<file path="src/rtl/grf_write_arb.sv">
// grf_write_arb: GRF write-port arbiter. Each cycle one write is chosen for the
// registered write port: the pipeline writeback when present, else the head of a
// small FIFO of auxiliary (multi-cycle unit) writes. The decode-stage hazard flag
// is raised while a source register is still waiting in that FIFO.
// Optional macro GRF_WRITE_TRACE_EN: prints one line per issued write.
module grf_write_arb #(
    parameter int DEPTH = 4
) (
    input  logic        clk,
    input  logic        reset,
    input  logic        i_wb_valid,
    input  logic [31:0] i_wb_pc,
    input  logic [4:0]  i_wb_reg,
    input  logic [31:0] i_wb_data,
    input  logic        i_aux_valid,
    output logic        o_aux_ready,
    input  logic [31:0] i_aux_pc,
    input  logic [4:0]  i_aux_reg,
    input  logic [31:0] i_aux_data,
    input  logic [4:0]  i_rd_reg1,
    input  logic [4:0]  i_rd_reg2,
    output logic        o_rd_hazard,
    output logic        o_we,
    output logic [31:0] o_w_pc,
    output logic [4:0]  o_w_reg,
    output logic [31:0] o_w_data
);
    localparam int AW = (DEPTH > 1) ? $clog2(DEPTH) : 1;
    localparam int CW = AW + 1;

    logic [31:0]   r_pc   [DEPTH];
    logic [4:0]    r_reg  [DEPTH];
    logic [31:0]   r_data [DEPTH];
    logic [AW-1:0] r_rptr, r_wptr;
    logic [CW-1:0] r_count;

    logic          r_we;
    logic [31:0]   r_wpc;
    logic [4:0]    r_wreg;
    logic [31:0]   r_wdata;

    logic          w_push, w_pop;

    // Ready depends on the current occupancy only, so a same-cycle pop never
    // opens a slot for a push into a full FIFO. Register-0 aux writes shake
    // hands but are dropped; the head is popped only when wb is idle.
    assign o_aux_ready = !reset && (r_count < CW'(DEPTH));
    assign w_push      = i_aux_valid && o_aux_ready && (i_aux_reg != 5'd0);
    assign w_pop       = !reset && !i_wb_valid && (r_count != '0);

    // Hazard scan: an entry is live when its distance from the read pointer is
    // below the count; the head being popped this cycle is still live.
    always_comb begin
        logic [AW-1:0] off;
        o_rd_hazard = 1'b0;
        off         = '0;
        for (int i = 0; i < DEPTH; i++) begin
            off = AW'(i) - r_rptr;
            if ((CW'(off) < r_count) &&
                (((i_rd_reg1 != 5'd0) && (r_reg[i] == i_rd_reg1)) ||
                 ((i_rd_reg2 != 5'd0) && (r_reg[i] == i_rd_reg2))))
                o_rd_hazard = 1'b1;
        end
    end

    // FIFO storage: written on push, contents need no reset (guarded by count).
    always_ff @(posedge clk) begin
        if (w_push) begin
            r_pc[r_wptr]   <= i_aux_pc;
            r_reg[r_wptr]  <= i_aux_reg;
            r_data[r_wptr] <= i_aux_data;
        end
    end

    // Pointers and occupancy; pointers wrap naturally at the power-of-two depth.
    always_ff @(posedge clk) begin
        if (reset) begin
            r_rptr  <= '0;
            r_wptr  <= '0;
            r_count <= '0;
        end else begin
            if (w_push) r_wptr <= r_wptr + AW'(1);
            if (w_pop)  r_rptr <= r_rptr + AW'(1);
            if (w_push && !w_pop)      r_count <= r_count + CW'(1);
            else if (!w_push && w_pop) r_count <= r_count - CW'(1);
        end
    end

    // Registered write port: wb first, then FIFO head, else no write.
    always_ff @(posedge clk) begin
        if (reset) begin
            r_we    <= 1'b0;
            r_wpc   <= '0;
            r_wreg  <= '0;
            r_wdata <= '0;
        end else if (i_wb_valid) begin
            r_we    <= 1'b1;
            r_wpc   <= i_wb_pc;
            r_wreg  <= i_wb_reg;
            r_wdata <= i_wb_data;
        end else if (w_pop) begin
            r_we    <= 1'b1;
            r_wpc   <= r_pc[r_rptr];
            r_wreg  <= r_reg[r_rptr];
            r_wdata <= r_data[r_rptr];
        end else begin
            r_we    <= 1'b0;
        end
    end

    assign o_we     = r_we;
    assign o_w_pc   = r_wpc;
    assign o_w_reg  = r_wreg;
    assign o_w_data = r_wdata;

`ifdef GRF_WRITE_TRACE_EN
    // Trace every write presented on the port, register 0 included.
    always_ff @(posedge clk) begin
        if (!reset && r_we)
            $display("@%08h: $%0d <= %08h", r_wpc, r_wreg, r_wdata);
    end
`else
`endif

endmodule

</file>
<file path="config.mk">
export PLATFORM = sky130hd
export DESIGN_NAME = grf_write_arb
export DESIGN_NICKNAME = d
export VERILOG_FILES = /design/src/rtl/grf_write_arb.sv
export SDC_FILE = /design/constraint.sdc
export NUM_CORES = 1
export LEC_CHECK = 0
export CORE_ASPECT_RATIO = 0.6
export CORE_UTILIZATION = 54
export DETAILED_ROUTE_END_ITERATION = 10
export HOLD_SLACK_MARGIN = 0.12
export PLACE_DENSITY = 0.81
export SETUP_SLACK_MARGIN = 0.3
export SLEW_MARGIN = 10
export SYNTH_ARGS = -nofsm -noshare
export SYNTH_HDL_FRONTEND = slang
export SYNTH_SLANG_ARGS = --single-unit
</file>
<file path="constraint.sdc">
create_clock -name clk -period 4.55 [get_ports clk]
set_input_delay 0.6825 -clock clk [delete_from_list [all_inputs] [get_ports clk]]
set_output_delay 0.6825 -clock clk [all_outputs]
set_load 0.02 [all_outputs]
</file>
# Yosys cells after proc, flatten, opt, wreduce, memory -nomap -nowiden
# Memory sizes are Yosys's and may differ from the RTL's. A register that Yosys moved wholly into a read port is not among the register bits.
# Cells that the tools add are included.
totals:
  out_inout_bits: 72
  reg_bits: 77
  memories: 3
  wordCells: 86
  mem_bits_rw: 276
mem_list:
  columns: ["name", "depth", "width", "rd", "rd_clocked_by_memory_dff", "write_ports", "line_no", "source"]
  rows:
  - ["r_data", 4, 32, 1, 1, 1, "33", "logic [31:0] r_data [DEPTH];"]
  - ["r_pc", 4, 32, 1, 1, 1, "31", "logic [31:0] r_pc [DEPTH];"]
  - ["r_reg", 4, 5, 5, 1, 1, "32", "logic [4:0] r_reg [DEPTH];"]
classes:
  muxes: 22
  magnitude_cmp: 5
  addsub: 8
  n_reduce_logical: 33
  eq_ne: 8
op_table:
  columns: ["operator", "n"]
  rows:
  - ["$mux 32", 4]
  - ["$eq 5x5->1", 8]
  - ["$logic_and 1x1->1", 19]
  - ["$reduce_bool 5->1", 3]
  - ["$lt 2x3->1", 4]
  - ["$mux 2", 6]
  - ["$mux 5", 2]
  - ["$mux 1", 8]
  - ["$mux 3", 2]
  - ["$add 2x1->2 const B", 2]
  - ["$logic_not 1->1", 4]
  - ["$logic_or 1x1->1", 4]
  - ["$reduce_bool 2->1", 2]
  - ["$sub 1x2->2 const A", 2]
  - ["$sub 2x2->2 const A", 2]
  - ["$add 3x1->3 const B", 1]
  - ["$lt 3x3->1 const B", 1]
  - ["$reduce_bool 3->1", 1]
  - ["$sub 3x1->3 const B", 1]

# Logic depth before layout (Yosys ltp)
logic_depth:
  depth_word: 8
  depth_mapped: 10
  ltp_nobuf: 9

# Least setup slack after synthesis
# Ideal clock, no wire load.
synth_timing:
  kind: "input-to-reg"
  startpoint: "input port reset"
  endpoint: "memory r_data[1][0], enable pin"
  path_stages: 5
  path_slack_ns: 0.811
  path_buffers: 2
  arrival_ns: 3.304
  path_cell_list: "buf_2 > nor2_1 > o311a_1 > clkbuf_1 > and2_1"
synth_via:
  elab_chain_len: 6
synth_rtl:
  columns: ["item", "line_no", "source"]
  rows:
  - ["start: declaration", "10", "input logic reset,"]
  - ["$logic_not 1->1", "47", "assign o_aux_ready = !reset && (r_count < CW'(DEPTH));"]
  - ["$logic_and 1x1->1", "47", null]
  - ["net o_aux_ready", "16", "output logic o_aux_ready,"]
  - ["$logic_and 1x1->1 (2 in series)", "48", "assign w_push = i_aux_valid && o_aux_ready && (i_aux_reg != 5'd0);"]
  - ["net w_push", "42", "logic w_push, w_pop;"]
  - ["$mux 1", "68", "if (w_push) begin"]
  - ["$mux 1 (implied by the code)", "71", "r_data[r_wptr] <= i_aux_data;"]
  - ["end: declaration", "33", null]
# The timed path passes the listed nets, and every way through them passes these cells.

# Worst setup path after layout
layout_timing:
  startpoint: "input port i_rd_reg1[1]"
  endpoint: "output port o_rd_hazard"
layout_via:
  elab_chain_len: 8
  elab_cells_between_ends: 21
layout_rtl:
  columns: ["item", "line_no", "source"]
  rows:
  - ["start: declaration", "20", "input logic [4:0] i_rd_reg1,"]
  - ["$eq 5x5->1 / $reduce_bool 5->1 (equally long branches)", "60", "(((i_rd_reg1 != 5'd0) && (r_reg[i] == i_rd_reg1)) ||"]
  - ["$logic_and 1x1->1", "60", null]
  - ["$logic_or 1x1->1", "60", null]
  - ["$logic_and 1x1->1", "59", "if ((CW'(off) < r_count) &&"]
  - ["$mux 1 (3 in series)", "59", null]
  - ["$mux 1 *", "59", null]
  - ["end: declaration", "22", "output logic o_rd_hazard,"]
# Every way passes the cells marked *; elsewhere a longest branch is shown, timed or not.

==> results.env <==
DP_SLACK_PS=901
HOLD_WS_PS=459
WORST-SLEW-PIN-TRANSITION_PS=1100
DRIVE_GT1_SHARE_PCT=12.2
WHS_PATH_DEPTH=2
SYNTH_FA_HA_AREA_SHARE_PCT=0.938
FIRST_PASS_GRT_WIRE_LENGTH_UM=47800
FINALCOREUTILIZATION_PCT=69.5
CRITPATHLAUNCH='i_rd_reg1[1]'
YOSYSWARNINGS=0
R2R_CELLS=8
VDD_DROP_MAX_mV=0.320
CHIP_HEIGHT_UM=127
SHARE_OF_SYNTHESIZED_CELL_AREA_IN_AND_OR_NAND_AND_NOR_GATES_PCT=6.55
POST_DRT_VIA_CELL_RATIO=5.58
RR_STARTPOINT='r_count[2]'
CLKTRANSATPATHREGS_PS=70
DESIGN_POWER_TOTAL_mW=7.98
CTS_ROOT_BUF='sky130_fd_sc_hd__clkbuf_16'
MIN_TO='o_w_data[20]'
WORST_R2R_ENDPOINT='r_count[2]'
DESIGN.CORE.AREA_MM2=0.0255
CTS.SINKS=355
WORST_PATH_MOST_REPEATED_CELL='sky130_fd_sc_hd__clkdlybuf4s50_1'
DRTANTENNAVIOLNETS=0
LARGEST_REGISTERS='r_data (128), r_pc (128)'
POSTCTSSETUPREPAIRBUFS=0
CP_CELL_SEQUENCE='clkdlybuf4s50_1 -> or4_1 -> nor2_1 -> nor4_1 -> o22ai_1 -> nand4_1 -> clkdlybuf4s50_1'
LAYOUT-AREA-OVERHEAD-VS-SYNTH_PCT=25.4
CLOCKBUFFERDEPTH=3
SYNTH_AREA_PER_CELL_UM2=15.2
GRTUSAGETOTAL_PCT=23.5
TRITONCTS='yes'
DIE_X_UM=211
NETS=1288
SYNTHESIS.AREA_MM2=0.0141
GLOBALROUTE.TOTALOVERFLOW=0
SYN-INSTANCE-COUNT=928
DETAILED_PLACE_HPWL_UM=18600
WIRELENGTH_UM=31200
INSERTION_DELAY_PS=550
SYNTH_MUX_AREA_SHARE_PCT=11.1
LARGEST_FAMILY_OF_LOGIC_CELLS_BY_SYNTHESIZED_AREA='multiplexers'
MIN_PERIOD_PS=3670
CTSHTREEMAXLEVEL=1
WORSTHOLDSTART='o_w_data[20]'
FINAL_CRITICAL_PATH_SETUP_SLACK_PS=875
LEAKAGE_nW=5.78
DETAILEDROUTE.FIRSTPASSITERATIONCOUNT=5
FF_LATCH_COUNT_SYNTH=355
SYNTH-SEQ-AREA-SHARE_PCT=69.8
REQUIRED_PS=3870
GRT_MAX_DEGREE=79
POST-ROUTE-CELL-AREA_MM2=0.0177
TIMING.CRITICAL_PATH.TO_TYPE='output port'
CRIT_FANOUT=5
REG2REG_SLACK_PS=2020
FIN_WORST_SKEW_PS=13.9
GRT_ANTENNA_BEFORE_REPAIR=5
DETAILROUTE.VIA_COUNT=8396
OUTCOME='completed'
HOLDBUFCOUNTCTS=0
TIMING.MAX_CAP.VIOLATIONS=0
CRITICAL_PATH.SLOWEST_CELL='sky130_fd_sc_hd__or4_1'
CTS.REPAIR.RESIZED=0
DESIGN.PORTCOUNT=224
HOLD_VIOL=0
SLEW_HR_PCT=26.6
YOSYS-TOP-CELLS-AREA='sky130_fd_sc_hd__edfxtp_1 59%, sky130_fd_sc_hd__dfxtp_1 11%, sky130_fd_sc_hd__mux4_2 11%'
DIE_AREA_MM2=0.0268
MIN_PATH_TYPE='flop to flop'
CTS_BUFFERS=31
BUFFER_PORTS.INSERTED=223
WORST_PATH_LARGEST_CELL_DELAY_PS=560
SYNTH_TOP_CELL_AREA_SHARE_PCT=58.6
GPL.FINAL_WEIGHTED_CONGESTION=0.901
GRT_PASS1_VIAS=8367
ACHIEVABLE-FREQUENCY_GHz=0.272
POST_DP_CELL_AREA_MM2=0.0166
DETAIL_ROUTE.WL_PER_CELL_UM=20.7
SYNTHXORXNORAREAFRAC_PCT=2.85
SYNTH_COMPOUND_AREA_SHARE_PCT=6.62
FINAL_MAX_SLEW_VIOL_COUNT=0
GRT_SETUP_UNREPAIRED='false'
FINALSETUPTNS_PS=0
WORSTPATHARRIVAL_PS=2990
FP-ROW-COUNT=45
DETAIL_ROUTE.DRC_VIOLATIONS=0
CRIT_PATH_START_KIND='input port'
DRT-INITIAL-DRC-COUNT=533
POSTSYNTHNETCOUNT=1090
SYNTH_CELL_TYPES=34
POWER.DENSITY_CELL_AREA_mW_PER_MM2=450
REPORT.FINAL.SETUP_VIOL=0
FIN_CRIT_SH_PCT=80.8
FLOORPLAN.INITIALDENSITY_PCT=55.4
WORST-SETUP-PATH-TYPE='input port to output port'
DP_CELLS=1445
FINALNONFILLERCELLS=1506
POST-SYNTH-TOP-AREA-CELL='sky130_fd_sc_hd__edfxtp_1'
[cells in the mapped netlist]
master,n
sky130_fd_sc_hd__dfxtp_1,79
sky130_fd_sc_hd__xnor2_1,28
sky130_fd_sc_hd__edfxtp_1,276
sky130_fd_sc_hd__nand2_1,184
sky130_fd_sc_hd__a21oi_1,61
sky130_fd_sc_hd__o21ai_0,14
sky130_fd_sc_hd__o31ai_1,1
sky130_fd_sc_hd__buf_1,7
sky130_fd_sc_hd__a21o_1,56
sky130_fd_sc_hd__clkbuf_1,39
sky130_fd_sc_hd__or3_1,2
sky130_fd_sc_hd__a22oi_1,13
sky130_fd_sc_hd__nand3_1,8
sky130_fd_sc_hd__or4_1,2
sky130_fd_sc_hd__and2_1,4
sky130_fd_sc_hd__buf_4,1
sky130_fd_sc_hd__mux4_2,69
sky130_fd_sc_hd__nor2_1,12
sky130_fd_sc_hd__o22ai_1,4
sky130_fd_sc_hd__fa_1,1
sky130_fd_sc_hd__nand4_1,1
sky130_fd_sc_hd__nor3_4,1
sky130_fd_sc_hd__xor2_1,18
sky130_fd_sc_hd__inv_1,6
sky130_fd_sc_hd__inv_2,1
sky130_fd_sc_hd__mux2i_1,1
sky130_fd_sc_hd__o311a_1,1
sky130_fd_sc_hd__ha_1,9
sky130_fd_sc_hd__buf_6,1
sky130_fd_sc_hd__nor3_2,1
sky130_fd_sc_hd__nor4_1,8
sky130_fd_sc_hd__nand2b_1,1
sky130_fd_sc_hd__nor4b_1,1
sky130_fd_sc_hd__buf_2,17
[layout make-up]
class | instances | area (µm²)
inverter | 7 | 26.3
timing repair buffer | 230 | 2280
clock inverter | 21 | 304
sequential | 355 | 9880
clock buffer | 37 | 808
multi-input combinational | 501 | 3980
antenna | 3 | 7.51
tap | 352 | 440
fill | 1721 | 7780
[worst max-delay path: cells and delay by family]
family / cells / cell delay (ps)
and+or+nand+nor: 4 / 1030
AOI/OAI and AO/OA: 1 / 180
buffers and inverters: 2 / 1100
[cell families after synthesis]
family,after synthesis
xor+xnor,46
simple gates,225
flops,355
compound gates,150
mux,70
fa+ha+maj,10
buf+inv,72
[power breakdown]
part / switching [mW] / internal (mW)
clock network: 1.17 / 1.68
logic: 0.658 / 0.630
registers: 0.140 / 3.70
total: 1.97 / 6.01
[layout by cell type, fill, tap and decap left out, drive strengths merged, types with 2 or more instances in the layout]
cell type / synthesis / routed
inv: 7 / 9
ha: 9 / 9
o22ai: 4 / 4
nand3: 8 / 8
nor3: 2 / 2
mux4: 69 / 69
nor2: 12 / 12
a21oi: 61 / 61
edfxtp: 276 / 276
a22oi: 13 / 13
a21o: 56 / 56
or4: 2 / 2
xnor2: 28 / 28
clkbuf: 39 / 37
o21ai: 14 / 14
clkinv: 0 / 8
nand2: 184 / 184
diode: 0 / 3
dfxtp: 79 / 79
buf: 26 / 9
xor2: 18 / 18
or3: 2 / 2
clkdlybuf4s50: 0 / 221
and2: 4 / 4
nor4: 8 / 8
bufinv: 0 / 7
clkinvlp: 0 / 4
[metal layers]
layer	vias up	track usage, %	part of all wire, %
met1	4213	34.0	44
met4	2	4.65	1.7
met3	42	6.15	8.1
met2	279	36.5	46
li1	3860	-	-
met5	-	0	0.045
[how the worst max path moves through the flow]
stage | endpoint | slack (ps) | cells past startpoint
finish | o_rd_hazard | 880 | 7
global route | o_rd_hazard | 770 | 7
CTS | o_rd_hazard | 900 | 7
detailed placement | o_rd_hazard | 900 | 7
global placement | o_rd_hazard | 930 | 7
floorplan | r_data[1][0] | 810 | 5
Note: power is estimated with default switching activity, not from simulation.
